$ cat src/rtl/serial_subtractor_pkg.sv
// Shared definitions for the bit-serial subtractor: FSM state encoding and default width.
package serial_subtractor_pkg;

  localparam int DEFAULT_WIDTH = 8;

  typedef enum logic {
    ST_IDLE  = 1'b0,
    ST_SHIFT = 1'b1
  } state_e;

endpackage

$ cat src/rtl/serial_subtractor_if.sv
// Start/done handshake plus operand and result bus of the serial subtractor.
interface serial_subtractor_if #(
  parameter int WIDTH = serial_subtractor_pkg::DEFAULT_WIDTH
);

  logic             start;
  logic [WIDTH-1:0] a;
  logic [WIDTH-1:0] b;
  logic             busy;
  logic             done;
  logic [WIDTH-1:0] d;
  logic             borrow;
  logic             ovf;

  modport master (
    output start, a, b,
    input  busy, done, d, borrow, ovf
  );

  modport slave (
    input  start, a, b,
    output busy, done, d, borrow, ovf
  );

endinterface

$ cat src/rtl/serial_subtractor_fa_bit_cell.sv
// One-bit combinational full adder; the serial datapath reuses it every cycle.
module fa_bit_cell (
  input  logic a_i,
  input  logic b_i,
  input  logic cin_i,
  output logic s_o,
  output logic cout_o
);

  assign s_o    = a_i ^ b_i ^ cin_i;
  assign cout_o = (a_i & b_i) | (cin_i & (a_i ^ b_i));

endmodule

$ cat src/rtl/serial_subtractor.sv
// Bit-serial two's-complement subtractor D = A + ~B + 1, LSB first, one bit per clock.
module serial_subtractor
  import serial_subtractor_pkg::*;
#(
  parameter int WIDTH = DEFAULT_WIDTH
) (
  input  logic               clk_i,
  input  logic               rst_ni,
  serial_subtractor_if.slave bus
);

  localparam int CW = $clog2(WIDTH + 1);
  localparam logic [CW-1:0] CNT_LAST = CW'(WIDTH - 1);
  localparam logic [CW-1:0] CNT_PREV = CW'(WIDTH - 2);

  state_e           state_q;
  logic [CW-1:0]    cnt_q;
  logic [WIDTH-1:0] a_q;
  logic [WIDTH-1:0] b_q;
  logic [WIDTH-1:0] res_q;
  logic             carry_q;
  logic             cmsb_q;
  logic             busy_q;
  logic             done_q;
  logic [WIDTH-1:0] d_q;
  logic             borrow_q;
  logic             ovf_q;

  logic             sum_d;
  logic             carry_d;

  // Subtraction as addition: the cell sees the inverted subtrahend bit.
  fa_bit_cell u_fa (
    .a_i    (a_q[0]),
    .b_i    (~b_q[0]),
    .cin_i  (carry_q),
    .s_o    (sum_d),
    .cout_o (carry_d)
  );

  always_ff @(posedge clk_i or negedge rst_ni) begin
    if (!rst_ni) begin
      state_q  <= ST_IDLE;
      cnt_q    <= '0;
      a_q      <= '0;
      b_q      <= '0;
      res_q    <= '0;
      carry_q  <= 1'b0;
      cmsb_q   <= 1'b0;
      busy_q   <= 1'b0;
      done_q   <= 1'b0;
      d_q      <= '0;
      borrow_q <= 1'b0;
      ovf_q    <= 1'b0;
    end else begin
      done_q <= 1'b0;
      case (state_q)
        ST_IDLE: begin
          if (bus.start) begin
            a_q     <= bus.a;
            b_q     <= bus.b;
            carry_q <= 1'b1;
            cnt_q   <= '0;
            busy_q  <= 1'b1;
            state_q <= ST_SHIFT;
          end
        end
        ST_SHIFT: begin
          a_q     <= a_q >> 1;
          b_q     <= b_q >> 1;
          res_q   <= {sum_d, res_q[WIDTH-1:1]};
          carry_q <= carry_d;
          cnt_q   <= cnt_q + CW'(1);
          // Carry out of bit WIDTH-2 is the carry into the MSB.
          if (cnt_q == CNT_PREV) begin
            cmsb_q <= carry_d;
          end
          if (cnt_q == CNT_LAST) begin
            d_q      <= {sum_d, res_q[WIDTH-1:1]};
            borrow_q <= ~carry_d;
            ovf_q    <= cmsb_q ^ carry_d;
            done_q   <= 1'b1;
            busy_q   <= 1'b0;
            state_q  <= ST_IDLE;
          end
        end
        default: state_q <= ST_IDLE;
      endcase
    end
  end

  assign bus.busy   = busy_q;
  assign bus.done   = done_q;
  assign bus.d      = d_q;
  assign bus.borrow = borrow_q;
  assign bus.ovf    = ovf_q;

endmodule

$ cat src/flat_wrapper.sv
// flat-port wrapper written by rule: the top's interface ports become plain ports
module serial_subtractor_flat import serial_subtractor_pkg::*;
#(
  parameter int WIDTH = DEFAULT_WIDTH
)
  (clk_i, rst_ni, bus_start, bus_a, bus_b, bus_busy, bus_done, bus_d, bus_borrow, bus_ovf);
  serial_subtractor_if #(.WIDTH(WIDTH)) bus_i ();
  input  logic clk_i;
  input  logic rst_ni;
  input wire logic [$bits(bus_i.start)-1:0] bus_start;
  input wire logic [$bits(bus_i.a)-1:0] bus_a;
  input wire logic [$bits(bus_i.b)-1:0] bus_b;
  output wire logic [$bits(bus_i.busy)-1:0] bus_busy;
  output wire logic [$bits(bus_i.done)-1:0] bus_done;
  output wire logic [$bits(bus_i.d)-1:0] bus_d;
  output wire logic [$bits(bus_i.borrow)-1:0] bus_borrow;
  output wire logic [$bits(bus_i.ovf)-1:0] bus_ovf;
  assign bus_i.start = bus_start;
  assign bus_i.a = bus_a;
  assign bus_i.b = bus_b;
  assign bus_busy = bus_i.busy;
  assign bus_done = bus_i.done;
  assign bus_d = bus_i.d;
  assign bus_borrow = bus_i.borrow;
  assign bus_ovf = bus_i.ovf;
  serial_subtractor #(.WIDTH(WIDTH)) u_core (.clk_i(clk_i), .rst_ni(rst_ni), .bus(bus_i));
endmodule
$ cat config.mk
export PLATFORM = sky130hd
export DESIGN_NAME = serial_subtractor_flat
export DESIGN_NICKNAME = d
export VERILOG_FILES = /design/src/rtl/serial_subtractor_pkg.sv /design/src/rtl/serial_subtractor_if.sv /design/src/rtl/serial_subtractor_fa_bit_cell.sv /design/src/rtl/serial_subtractor.sv /design/src/flat_wrapper.sv
export SDC_FILE = /design/constraint.sdc
export NUM_CORES = 1
export LEC_CHECK = 0
export CORE_MARGIN = 3
export CORE_UTILIZATION = 29
export CTS_BUF_LIST = sky130_fd_sc_hd__clkbuf_8
export DETAILED_ROUTE_END_ITERATION = 8
export REMOVE_ABC_BUFFERS = 1
export SYNTH_ARGS = -nofsm -noshare
export SYNTH_HDL_FRONTEND = slang
export SYNTH_SLANG_ARGS = --single-unit
$ cat constraint.sdc
create_clock -name clk_i -period 2.64 [get_ports clk_i]
set_clock_uncertainty 0.05 [all_clocks]
set_input_delay 0.528 -clock clk_i [delete_from_list [all_inputs] [get_ports clk_i]]
set_output_delay 0.528 -clock clk_i [all_outputs]
set_load 0.05 [all_outputs]
==> results.txt <==
The flow ran to the end, and the final reports show no timing, DRC or antenna violations. The number of inserted diodes is 0. The wire length of the first global-routing pass came out at 5.15 mm. After clock tree synthesis, the flow added hold-fix buffers numbering 0. Power spread over the standard cell area amounts to approximately 1200 nW/um^2. The met2 wire length came out at 1.37 mm. The number of antenna violations at the first check in global routing was 0. Along the worst path, the maximum fanout reaches 2. The pre-CTS worst setup slack is roughly 0.82 ns. The net count reported at finish is 198. The clock slew seen by the registers of the worst setup and hold paths is roughly 0.090 ns.

The worst-margin pin slew is 0.516 ns. From bottom edge to top edge, the die measures 84.6 um. The sum of negative setup slack came out at 0 ns. The die outline width is ~85 um. The fraction of final layout cells with drive strength greater than 1 came out at 0.164. Dividing the final minimum period by the clock period gives 0.769. The cell family contributing the most delay on the critical path is buffers and inverters.

The total global-route track usage came out at 0.0914. In this run the number of cells on the critical path is 1. The distinct cell type count after synthesis is 21. The average vias per placed instance came out at between 4 and 5.

The number of buffers between clock root and the deepest sink came out at 2. The number of storage elements in the synthesis netlist came out at 42. The tightest min-delay check is of the in -> async type. The total length of routed met3 wires came out at 125 um.

Row generation in the floorplan step produced 28 rows. The cell depth of the worst flop-to-flop path is 3. TritonCTS built the clock tree.

The average cell area after synthesis came out at 12.4 um^2. STA classifies the critical path endpoint as a primary output. The initial detailed-routing violation count came out at 46. The leakage power came out at 1.02 nW. The final number of hold-violating endpoints is 0. The count of vias placed by the detailed router came out at 1092. The Yosys warning count came out at 0. At the end of routability-driven placement, the weighted congestion stood at 0.703.

Synthesis handed over a netlist of 144 instances. The worst reg-to-reg setup slack is 1.19 ns. Entering global routing, the biggest net connects 44 pins.

The clock buffer count from CTS came out at 5. The buffer and inverter count on the worst path is 1. The area of the core is 5960 um^2. The remaining design rule violation count came out at 0. The routed metal-1 wire length came out at 1.64 mm. The worst path in the final design needs a cycle of around 2.0 ns, including I/O delays and setup. For the worst setup path, the data arrival time is 1.45 ns. The signal on the critical path passes through clkdlybuf4s50_1.

The worst register-to-register path ends at u_core.bus.d[4]. The first TritonRoute pass finished after 4 iterations. The highest layer touched by signal routing is met4. The max-slew violation count is 0.

The initial utilization of the core area, before any placement, comes to 0.301. STA classifies the critical path startpoint as a flop. The clock tree root driver cell is clkbuf_8. The die area is 7160 um^2. The worst path setup slack after routing is 0.611 ns. The TritonCTS sink count is 42. The library cell contributing the largest single delay on the critical path is clkdlybuf4s50_1. From synthesis to final layout, the design area changed by 25.6%.

The count of antenna-violating nets left after detailed routing is 0. Global routing finished with a remaining overflow of 0. The post-detailed-placement half-perimeter wirelength came out at between 2 and 2.5 mm. The overall routed net length is ~3.2 mm. The number of global-route vias before repair was between 1k and 1.5k. Sorting the synthesized cells by area gives the leading types as dfrtp_1 59%, mux2i_1 8.9%, mux2_2 6.9%, o21ai_0 5.6%, mux2_4 4.2%. Setup repair after global routing left no endpoint under its margin.

The setup fix buffers added after clock tree synthesis came out at 0. Data on the critical path is required at its endpoint by 2.06 ns. The clock network latency to the later pin of the worst-skew pair came out at 0.29 ns.

The share of the yosys chip area belonging to registers is 0.587. The number of H-tree levels came out at 2. The launch instance of the worst register-to-register path is u_core.cnt_q[0].

The worst setup path is of the reg -> out kind. The mapped cell area came out at ~1800 um^2. The biggest area contributor in the post-synthesis netlist is dfrtp_1. Setup violations remaining at the end of the flow were counted as 0.

On the worst path, the slowest cell contributes a delay of ~0.8 ns. The maximum resistive drop on vdd is 537 uV. Input and output buffers added on the ports amount to 30.

Following the worst setup path forward leads to its endpoint at bus_d[5]. Across the run, the number of max-cap violations was 0. In the final routed layout, each cell accounts on average for 12.5 um. For this run, the top clock speed supported by timing is 493 MHz. The post-CTS resize count is 0.

The fraction of synthesized cell area taken by the top area cell type is 0.587. Tracing the worst setup path back leads to its startpoint at u_core.bus.d[5]. Headroom to the max-slew limit came out at 0.656.

For this design the top-level I/O count stands at 31.
## where the power goes
part           switching [mW]  internal, mW
Combinational           0.645         0.508
Clock                   0.232         0.186
Sequential              0.171         0.916
Total                    1.05          1.61
## metrics by stage
stage | cells | cell area (um^2) | power (mW) | hold WS [ns] | util
after CTS | 252 | 2250 | 2.69 | 0.162 | 0.378
after detailed placement | 244 | 2160 | 2.27 | 0.419 | 0.363
after global placement | 244 | 2160 | 2.25 | 0.410 | 0.363
after floorplan | 136 | 1750 | 1.90 | 0.182 | -
final | 252 | 2250 | 2.66 | 0.145 | 0.378
after global routing | 252 | 2250 | 2.84 | 0.179 | 0.378
## metal layers
layer	track usage	vias up
met2	0.130	22
met3	0.0285	2
li1	-	552
met1	0.133	516
met5	0	-
met4	0.0302	0
## sequential cells by signal, indices dropped and copies added (netlist names)
name	count
u_core.bus.borrow	1
u_core.bus.busy	1
u_core.b_q	8
u_core.bus.d	8
u_core.res_q	7
u_core.bus.done	1
u_core.cnt_q	4
u_core.state_q	1
u_core.bus.ovf	1
u_core.carry_q	1
u_core.a_q	8
u_core.cmsb_q	1
## worst min-delay path by stage
stage                         from             end  cells after the start
CTS                         rst_ni  u_core.bus.ovf                      1
global route                rst_ni  u_core.bus.ovf                      1
detailed placement   u_core.a_q[1]   u_core.a_q[0]                      2
floorplan                   rst_ni   u_core.a_q[0]                      0
finish                      rst_ni  u_core.bus.ovf                      1
global placement    u_core.bus.ovf  u_core.bus.ovf                      2
## synthesized netlist by cell type
master and n:
dfrtp_1 42, nand2_1 20, o21ai_0 20, mux2i_1 16, mux2_2 11, nor2_1 6, mux2_4 5, buf_2 4
inv_1 4, clkbuf_1 3, ha_1 2, xnor2_1 2, a21oi_1 1, buf_6 1, fa_1 1, nand3_1 1
nand4b_1 1, nand4b_4 1, o22ai_1 1, or3_1 1, xor2_1 1
## layout by cell type (no fill, tap or decap)
cell type,count
clkbuf_8,5
buf_2,1
xor2_1,1
mux2_4,5
nor2_1,6
mux2i_1,16
nand4b_4,1
nand4b_1,1
xnor2_1,2
dfrtp_1,42
nand3_1,1
nand2_1,20
clkinv_4,1
mux2_2,11
ha_1,2
inv_1,4
o21ai_0,20
clkinv_2,1
o22ai_1,1
or3_1,1
fa_1,1
clkinvlp_4,1
clkdlybuf4s50_1,29
a21oi_1,1
buf_4,3
## cell type report
type                            count  area [um^2]
Tap cell                           75         93.8
Clock buffer                        5         68.8
Inverter                            4         15.0
Multi-Input combinational cell     90          683
Timing Repair Buffer               33          318
Fill cell                         604         3700
Sequential cell                    42         1050
Clock inverter                      3         21.3
## kinds of logic after synthesis
family | count (synthesis) | synth area share
buf+inv | 12 | 0.0321
mux | 32 | 0.200
flops | 42 | 0.587
xor+xnor | 3 | 0.0147
simple gates | 30 | 0.0789
compound gates | 22 | 0.0622
fa+ha+maj | 3 | 0.0251
Power figures use the tool's default switching activity.
